File: src/rtl/fetch_decode_if.sv
// Signal bundle between the LEGv8 pipeline front end and the rest of the core:
// instruction-memory port, ID-stage control decisions, EX/MEM hazard info, IF/ID outputs.
interface fetch_decode_if #(
  parameter int ADDR_W  = 64,
  parameter int INSTR_W = 32
);
  logic [ADDR_W-1:0]  imem_addr;
  logic [INSTR_W-1:0] imem_instr;
  logic               br_taken;
  logic               uncond_br;
  logic               ex_mem_read;
  logic               ex_reg_write;
  logic [4:0]         ex_rd;
  logic               mem_mem_read;
  logic [4:0]         mem_rd;
  logic [10:0]        opcode;
  logic [INSTR_W-1:0] if_id_instr;
  logic [ADDR_W-1:0]  if_id_pc;
  logic               if_id_valid;
  logic               stall;

  // Front end side.
  modport slave (
    output imem_addr, opcode, if_id_instr, if_id_pc, if_id_valid, stall,
    input  imem_instr, br_taken, uncond_br, ex_mem_read, ex_reg_write, ex_rd,
           mem_mem_read, mem_rd
  );

  // Core / environment side.
  modport master (
    input  imem_addr, opcode, if_id_instr, if_id_pc, if_id_valid, stall,
    output imem_instr, br_taken, uncond_br, ex_mem_read, ex_reg_write, ex_rd,
           mem_mem_read, mem_rd
  );
endinterface

File: src/rtl/fetch_decode_front.sv
// LEGv8 pipeline front end: PC, IF/ID register, branch target generation and
// ID-stage hazard detection (load-use and CBZ operand readiness).
module fetch_decode_front #(
  parameter int ADDR_W  = 64,
  parameter int INSTR_W = 32
) (
  input  logic           clk,
  input  logic           reset,
  fetch_decode_if.slave  bus
);

  // Handshake: if_id_valid qualifies the IF/ID contents (0 = bubble). There is
  // no ready; stall is the only backpressure and, while high, PC and IF/ID hold.

  logic [ADDR_W-1:0]  pc_q, pc_d;
  logic [INSTR_W-1:0] if_id_instr_q, if_id_instr_d;
  logic [ADDR_W-1:0]  if_id_pc_q, if_id_pc_d;
  logic               if_id_valid_q, if_id_valid_d;

  logic [10:0] opcode;
  logic [4:0]  rn, rm, rt;
  logic        uses_rn, uses_rm, uses_rt, is_cbz;
  logic        load_use_haz, cbz_haz, stall;

  logic [ADDR_W-1:0] off26, off19, br_target;

  assign opcode = if_id_instr_q[31:21];
  assign rn     = if_id_instr_q[9:5];
  assign rm     = if_id_instr_q[20:16];
  assign rt     = if_id_instr_q[4:0];

  // Source-register usage per opcode; anything unrecognised reads nothing.
  always_comb begin
    uses_rn = 1'b0;
    uses_rm = 1'b0;
    uses_rt = 1'b0;
    is_cbz  = 1'b0;
    casez (opcode)
      11'b10101011000,                 // ADDS
      11'b11101011000,                 // SUBS
      11'b10001010000,                 // AND
      11'b11001010000: begin           // EOR
        uses_rn = 1'b1;
        uses_rm = 1'b1;
      end
      11'b1001000100?,                 // ADDI
      11'b11111000010,                 // LDUR
      11'b11010011010: begin           // LSR
        uses_rn = 1'b1;
      end
      11'b11111000000: begin           // STUR
        uses_rn = 1'b1;
        uses_rt = 1'b1;
      end
      11'b10110100???: begin           // CBZ
        uses_rt = 1'b1;
        is_cbz  = 1'b1;
      end
      default: begin
      end
    endcase
  end

  // ex_rd != 31 in the compare implies the matching source is not X31 either.
  assign load_use_haz = bus.ex_mem_read && (bus.ex_rd != 5'd31) &&
                        ((uses_rn && (rn == bus.ex_rd)) ||
                         (uses_rm && (rm == bus.ex_rd)) ||
                         (uses_rt && (rt == bus.ex_rd)));

  // CBZ tests its operand in ID, so it also waits for an ALU result in EX and a load in MEM.
  assign cbz_haz = is_cbz && (rt != 5'd31) &&
                   ((bus.ex_reg_write && (bus.ex_rd == rt)) ||
                    (bus.mem_mem_read && (bus.mem_rd == rt)));

  assign stall = if_id_valid_q && (load_use_haz || cbz_haz);

  assign off26 = {{(ADDR_W-28){if_id_instr_q[25]}}, if_id_instr_q[25:0], 2'b00};
  assign off19 = {{(ADDR_W-21){if_id_instr_q[23]}}, if_id_instr_q[23:5], 2'b00};
  assign br_target = if_id_pc_q + (bus.uncond_br ? off26 : off19);

  always_comb begin
    pc_d          = pc_q;
    if_id_instr_d = if_id_instr_q;
    if_id_pc_d    = if_id_pc_q;
    if_id_valid_d = if_id_valid_q;
    if (stall) begin
      // Hold everything; a pending br_taken is re-evaluated once the stall clears.
    end else if (bus.br_taken && if_id_valid_q) begin
      pc_d          = br_target;
      if_id_instr_d = '0;
      if_id_pc_d    = '0;
      if_id_valid_d = 1'b0;
    end else begin
      pc_d          = pc_q + ADDR_W'(4);
      if_id_instr_d = bus.imem_instr;
      if_id_pc_d    = pc_q;
      if_id_valid_d = 1'b1;
    end
  end

  always_ff @(posedge clk) begin
    if (reset) begin
      pc_q          <= '0;
      if_id_instr_q <= '0;
      if_id_pc_q    <= '0;
      if_id_valid_q <= 1'b0;
    end else begin
      pc_q          <= pc_d;
      if_id_instr_q <= if_id_instr_d;
      if_id_pc_q    <= if_id_pc_d;
      if_id_valid_q <= if_id_valid_d;
    end
  end

  assign bus.imem_addr   = pc_q;
  assign bus.opcode      = opcode;
  assign bus.if_id_instr = if_id_instr_q;
  assign bus.if_id_pc    = if_id_pc_q;
  assign bus.if_id_valid = if_id_valid_q;
  assign bus.stall       = stall;

endmodule
File: src/flat_wrapper.sv
// flat-port wrapper written by rule: the top's interface ports become plain ports
module fetch_decode_front_flat 
#(
  parameter int ADDR_W  = 64,
  parameter int INSTR_W = 32
)
  (clk, reset, bus_imem_addr, bus_opcode, bus_if_id_instr, bus_if_id_pc, bus_if_id_valid, bus_stall, bus_imem_instr, bus_br_taken, bus_uncond_br, bus_ex_mem_read, bus_ex_reg_write, bus_ex_rd, bus_mem_mem_read, bus_mem_rd);
  fetch_decode_if #(.ADDR_W(ADDR_W), .INSTR_W(INSTR_W)) bus_i ();
  input  logic clk;
  input  logic reset;
  output wire logic [$bits(bus_i.imem_addr)-1:0] bus_imem_addr;
  output wire logic [$bits(bus_i.opcode)-1:0] bus_opcode;
  output wire logic [$bits(bus_i.if_id_instr)-1:0] bus_if_id_instr;
  output wire logic [$bits(bus_i.if_id_pc)-1:0] bus_if_id_pc;
  output wire logic [$bits(bus_i.if_id_valid)-1:0] bus_if_id_valid;
  output wire logic [$bits(bus_i.stall)-1:0] bus_stall;
  input wire logic [$bits(bus_i.imem_instr)-1:0] bus_imem_instr;
  input wire logic [$bits(bus_i.br_taken)-1:0] bus_br_taken;
  input wire logic [$bits(bus_i.uncond_br)-1:0] bus_uncond_br;
  input wire logic [$bits(bus_i.ex_mem_read)-1:0] bus_ex_mem_read;
  input wire logic [$bits(bus_i.ex_reg_write)-1:0] bus_ex_reg_write;
  input wire logic [$bits(bus_i.ex_rd)-1:0] bus_ex_rd;
  input wire logic [$bits(bus_i.mem_mem_read)-1:0] bus_mem_mem_read;
  input wire logic [$bits(bus_i.mem_rd)-1:0] bus_mem_rd;
  assign bus_imem_addr = bus_i.imem_addr;
  assign bus_opcode = bus_i.opcode;
  assign bus_if_id_instr = bus_i.if_id_instr;
  assign bus_if_id_pc = bus_i.if_id_pc;
  assign bus_if_id_valid = bus_i.if_id_valid;
  assign bus_stall = bus_i.stall;
  assign bus_i.imem_instr = bus_imem_instr;
  assign bus_i.br_taken = bus_br_taken;
  assign bus_i.uncond_br = bus_uncond_br;
  assign bus_i.ex_mem_read = bus_ex_mem_read;
  assign bus_i.ex_reg_write = bus_ex_reg_write;
  assign bus_i.ex_rd = bus_ex_rd;
  assign bus_i.mem_mem_read = bus_mem_mem_read;
  assign bus_i.mem_rd = bus_mem_rd;
  fetch_decode_front #(.ADDR_W(ADDR_W), .INSTR_W(INSTR_W)) u_core (.clk(clk), .reset(reset), .bus(bus_i));
endmodule
File: config.mk
export PLATFORM = sky130hd
export DESIGN_NAME = fetch_decode_front_flat
export DESIGN_NICKNAME = d
export VERILOG_FILES = /design/src/rtl/fetch_decode_if.sv /design/src/rtl/fetch_decode_front.sv /design/src/flat_wrapper.sv
export SDC_FILE = /design/constraint.sdc
export NUM_CORES = 1
export LEC_CHECK = 0
export ABC_AREA = 1
export BUFFER_PORTS_ARGS = -buffer_cell sky130_fd_sc_hd__buf_2
export CORE_ASPECT_RATIO = 0.5
export CORE_UTILIZATION = 35
export DETAILED_ROUTE_END_ITERATION = 8
export SYNTH_ARGS = -nofsm -noshare
export SYNTH_HDL_FRONTEND = slang
export SYNTH_SLANG_ARGS = --single-unit
File: constraint.sdc
create_clock -name clk -period 11 [get_ports clk]
set_input_delay 2.2 -clock clk [delete_from_list [all_inputs] [get_ports clk]]
set_output_delay 2.2 -clock clk [all_outputs]
set_load 0.02 [all_outputs]
---- After elaboration in Yosys (flattened, before gate mapping) ----
Cells that the tools add are included.
word-level totals
  bits in registers ....................... 161
  input port bits ......................... 49
  output and inout bits ................... 173
  word-level logic and storage cells ...... 49
operators by class
  add/sub/neg operators ................... 2
  equal/unequal tests ..................... 16
  multiplexer cells ....................... 9
  reductions and logical operators ........ 18
operators by type and width
  operator                 count
  $mux W64                 3
  $eq A11 B11 Y1 const B   7
  $add A64 B3 Y64 const B  1
  $add A64 B64 Y64         1
  $mux W32                 1
  $eq A5 B5 Y1             5
  $logic_and A1 B1 Y1      11
  $eq A10 B10 Y1 const B   1
  $ne A5 B5 Y1 const B     2
  $eq A8 B8 Y1 const B     1
  $reduce_or A8 Y1         1
  $mux W1                  5
  $logic_or A1 B1 Y1       4
  $reduce_or A4 Y1         1
  $reduce_or A2 Y1         1

---- Logic depth before layout (Yosys ltp) ----
  depth after elaboration ................. 9
  depth in mapped cells ................... 21
  mapped depth without buffers ............ 20

---- Worst setup path before layout ----
Ideal clock, no wire load.
  path type ............................... in2reg
  start point ............................. input port bus_uncond_br
  end point ............................... register u_core.pc_q[54] (netlist: u_core.bus.imem_addr[54])
  library setup time ...................... 0.109 ns
  arrival ................................. 6.405 ns
  data required time ...................... 10.891 ns
  path slack .............................. 4.486 ns
  cell stages on the path ................. 16
  path buffers ............................ 1
  cells stage by stage .................... clkbuf_1 inv_2 o21ai_0 ha_1 nand2_1 inv_1 a21oi_1 nand2_1 nand2_1 nand2_1 a21oi_1 nand3_1 nand3_1 nand3_1 nand2_1 inv_1
on the way
  word-level cells in the longest chain between the ends .. 3
RTL lines
  item                  line                       text
  from (decl)           flat_wrapper.sv:19         input wire logic [$bits(bus_i.uncond_br)-1:0] bus_uncond_br;
  $mux W64              fetch_decode_front.sv:79   assign br_target = if_id_pc_q + (bus.uncond_br ? off26 : off19);
  $add A64 B64 Y64      fetch_decode_front.sv:79
  $mux W64              fetch_decode_front.sv:88   end else if (bus.br_taken && if_id_valid_q) begin
  to (signal assigned)  fetch_decode_front.sv:108  pc_q <= pc_d;
  to (decl)             fetch_decode_front.sv:15   logic [ADDR_W-1:0] pc_q, pc_d;
No other way between the ends.
A chain may end at the register's enable or synchronous reset.

---- Worst setup path in the final report ----
  start point ............................. input port bus_ex_rd[3]
  end point ............................... output port bus_stall
on the way
  word-level cells in the longest chain between the ends .. 7
  elaborated cells on any way between the ends .. 17
  those cells by class .................... eq/ne: 5; reduce/logical: 12
RTL lines
  item                                    line                                                text
  from (decl)                             flat_wrapper.sv:22                                  input wire logic [$bits(bus_i.ex_rd)-1:0] bus_ex_rd;
  $eq A5 B5 Y1 (on tied branches)         fetch_decode_front.sv:66, fetch_decode_front.sv:67
  $logic_and A1 B1 Y1 (on tied branches)  fetch_decode_front.sv:66, fetch_decode_front.sv:67
  $logic_or A1 B1 Y1                      fetch_decode_front.sv:66                            ((uses_rn && (rn == bus.ex_rd)) ||
  $logic_or A1 B1 Y1                      fetch_decode_front.sv:67                            (uses_rm && (rm == bus.ex_rd)) ||
  $logic_and A1 B1 Y1                     fetch_decode_front.sv:65                            assign load_use_haz = bus.ex_mem_read && (bus.ex_rd != 5'd31) &&
  $logic_or A1 B1 Y1 (*)                  fetch_decode_front.sv:75                            assign stall = if_id_valid_q && (load_use_haz || cbz_haz);
  $logic_and A1 B1 Y1 (*)                 fetch_decode_front.sv:75
  to (decl)                               flat_wrapper.sv:16                                  output wire logic [$bits(bus_i.stall)-1:0] bus_stall;
Every way passes the cells marked *; elsewhere a longest branch is shown, timed or not.

==> metrics <==
Final Setup Violations 0; most common cell after layout, fill and taps aside nand2_1; most frequent cells in the layout 898 x nand2_1, 372 x inv_1, 329 x nor2_1, 220 x buf_2, 206 x nand3_1; fin crit share 57.0%; CP Capture Point bus_stall; Syn Nets 2760; crit-path max cell delay 0.49 ns; startpoint types input pin; pin count of the biggest net entering global routing 85; CP dominant cell by count nand2_1; worst hold path type flop to flop; Clock Path Buffers 2; Area Overhead vs Synth 13.5%; Vias 17200; Fin. Hold Viols 0; row count 52; most used flip-flop cell after synthesis dfxtp_1; sequential area share after synthesis 22.1%; Async SR Flop Fraction 0%; RSZ-0062 raised after global routing false; core area 40700 sq um; area of the multi-input gates 9440 sq um; delay-heaviest family, CP buffers and inverters; number of H-tree levels 4; reg2reg path depth 14; min-delay src u_core.bus.imem_addr[1]$_SDFFE_PP0P_; GPL Wtd Cong 0.981; WP buf/inv 5; initial antenna violation count 0; die area 42500 sq um; antenna-violating nets left 0; DP HPWL 50600 microns; total grt overflow 0; CTS tree yes; Critical Path Source bus_ex_rd[3]; hold_buf cts 0; cts bufs inserted 17; die height 146 microns; leakage power 0.00848 uW; Clock Tree Root clkbuf_16; Final Max Slew Viols 0; Via-to-Cell Ratio 5.11; final WL 63300 microns; CP max-delay cell clkinv_2; Die Wd 290 microns; Total GRT Usage 29.2%; Final Skew 0.0152 ns; number of flops mapped to enable cells by yosys 0; cts repair resizes 0; first-pass GRT wire length 93900 microns; I/O pin cnt 222; Max FO, Critical Path 37; CP Class input pin to output pin; layout cells sized above 1 10.0%; Nets 2921; fill count 4671; PortBufs 221; Reg clk slew, reported paths 0.08 ns; clock tree sinks 161; Avg WL per Cell 18.8 microns; Initial Util 35.8%; Setup Buffers After CTS 0; FF-to-FF End u_core.bus.if_id_pc[59]$_SDFFE_PP0N_; syn_area_per_cell 5.50 sq um; CP Depth 14; antenna fix cells 0; Synthesis Warnings 0; Post-Syn Instances 2648; DRT Pass-1 Iters 6; Worst Max-Slew Pin Slew 0.912 ns; Cell Chain, Critical Path buf_2, inv_1, nand2_1, nand2_1, nor2_1, nand3_1, inv_1, nand2_1, nand3_1, nand2_2, nand2_4, nand2_4, clkinv_2, buf_2; Worst R2R Setup Slack 7.21 ns; Final min period 6.27 ns; worst r2r src u_core.bus.if_id_instr[23]$_SDFFE_PP0N_; Clk Latency, worst-skew pair 0.47 ns; critical path arrival 4.07 ns; relative slew slack 39.2%; #FFs+latches synth 161; Max VDD drop 0.107 mV; number of remaining DRC errors 0; Netlist Area Pre-Place 14600 sq um; FF/Latch Area 3220 sq um; setup TNS 0 ns; CP required 8.80 ns; power per cell area 91.9 nW/um^2; post-synthesis cell type count 37; 1st-iter DRT viols 1953; Crit. End Element output pin; status complete, no violations; vias in the first global route 15200; max cap viols 0; FMAX 0.160 GHz; final core utilization 40.6%
Yosys cell counts, drive strengths merged (2+ instances only):
| cell type | number | area share (%) |
|---|---|---|
| xnor2 | 17 | 1.0 |
| and2 | 4 | 0.17 |
| clkbuf | 39 | 1.0 |
| clkinv | 2 | 0.060 |
| a21oi | 199 | 6.8 |
| nor4 | 4 | 0.17 |
| dfxtp | 161 | 22 |
| nand2 | 904 | 23 |
| nand3b | 10 | 0.52 |
| a21boi | 2 | 0.13 |
| nor3b | 2 | 0.10 |
| nand4 | 33 | 1.4 |
| xor2 | 42 | 2.5 |
| nand3 | 206 | 7.1 |
| o21bai | 14 | 0.72 |
| nor2 | 331 | 8.6 |
| inv | 377 | 9.7 |
| or2 | 2 | 0.086 |
| ha | 62 | 5.3 |
| buf | 51 | 2.4 |
| o21ai | 132 | 4.5 |
| nor3 | 51 | 1.8 |
cells by family (layout without fill, tap and decap cells):
logic type | Yosys count | count (layout) | share of synthesized area [%]
buffers and inverters | 469 | 642 | 13.2
adder cells (fa/ha/maj) | 63 | 63 | 5.46
XOR/XNOR | 59 | 59 | 3.55
AO/OA/AOI/OAI | 348 | 348 | 12.3
AND/OR/NAND/NOR | 1548 | 1548 | 43.4
flip-flops | 161 | 161 | 22.1
how the worst min path moves through the flow:
| stage | endpoint | slack (ns) | cells past startpoint |
|---|---|---|---|
| global route | u_core.bus.imem_addr[0]$_SDFFE_PP0P_ | 0.49 | 2 |
| finish | u_core.bus.imem_addr[1]$_SDFFE_PP0P_ | 0.47 | 2 |
| CTS | u_core.bus.imem_addr[1]$_SDFFE_PP0P_ | 0.47 | 2 |
| global placement | u_core.bus.imem_addr[0]$_SDFFE_PP0P_ | 0.45 | 2 |
| floorplan | u_core.bus.imem_addr[0]$_SDFFE_PP0P_ | 0.53 | 2 |
| detailed placement | u_core.bus.imem_addr[1]$_SDFFE_PP0P_ | 0.46 | 2 |
routing by layer:
| metal | wire [microns] | share of wire [%] | GRT usage, % | up-vias |
|---|---|---|---|---|
| met2 | 26900 | 42 | 44.6 | 624 |
| met4 | 1830 | 2.9 | 9.39 | 0 |
| met5 | 0 | 0 | 0 | - |
| li1 | - | - | - | 8675 |
| met3 | 4730 | 7.5 | 4.43 | 76 |
| met1 | 29900 | 47 | 41.9 | 7807 |
worst register-to-register path: cells and delay by family (launching register included):
kind,cells,cell delay [ns]
buf+inv,4,1.65
simple gates,9,1.18
flops,1,0.65
compound gates,1,0.22
stage by stage:
| stage | total power [uW] | area (sq um) | std cells | setup slack, ns | hold WS (ns) |
|---|---|---|---|---|---|
| 2_1_floorplan | 801 | 14600 | 2648 | 4.49 | 0.532 |
| 5_1_grt | 1580 | 16500 | 3361 | 4.54 | 0.488 |
| 6_report | 1520 | 16500 | 3361 | 4.73 | 0.472 |
| 3_3_place_gp | 892 | 16000 | 3330 | 4.72 | 0.453 |
| 3_5_place_dp | 893 | 16000 | 3330 | 4.71 | 0.460 |
| 4_1_cts | 1530 | 16500 | 3361 | 4.70 | 0.471 |
power breakdown:
| group | switching [uW] | internal (uW) | total, uW |
|---|---|---|---|
| Clock | 313 | 326 | 639 |
| Combinational | 163 | 77.8 | 241 |
| Sequential | 38.2 | 602 | 640 |
registers in the layout (all words and copies together) (netlist names):
| register | flops |
|---|---|
| u_core.bus.if_id_valid | 1 |
| u_core.bus.imem_addr | 64 |
| u_core.bus.if_id_pc | 64 |
| u_core.bus.if_id_instr | 32 |
final cells by class:
class / instances / area share, %
inverters: 379 / 8.61
repair buffers: 232 / 7.20
multi-input cells: 2018 / 57.1
clock inverters: 13 / 0.878
flip-flops and latches: 161 / 19.5
well taps: 540 / 4.09
clock buffers: 18 / 2.66
Power figures use the tool's default switching activity.
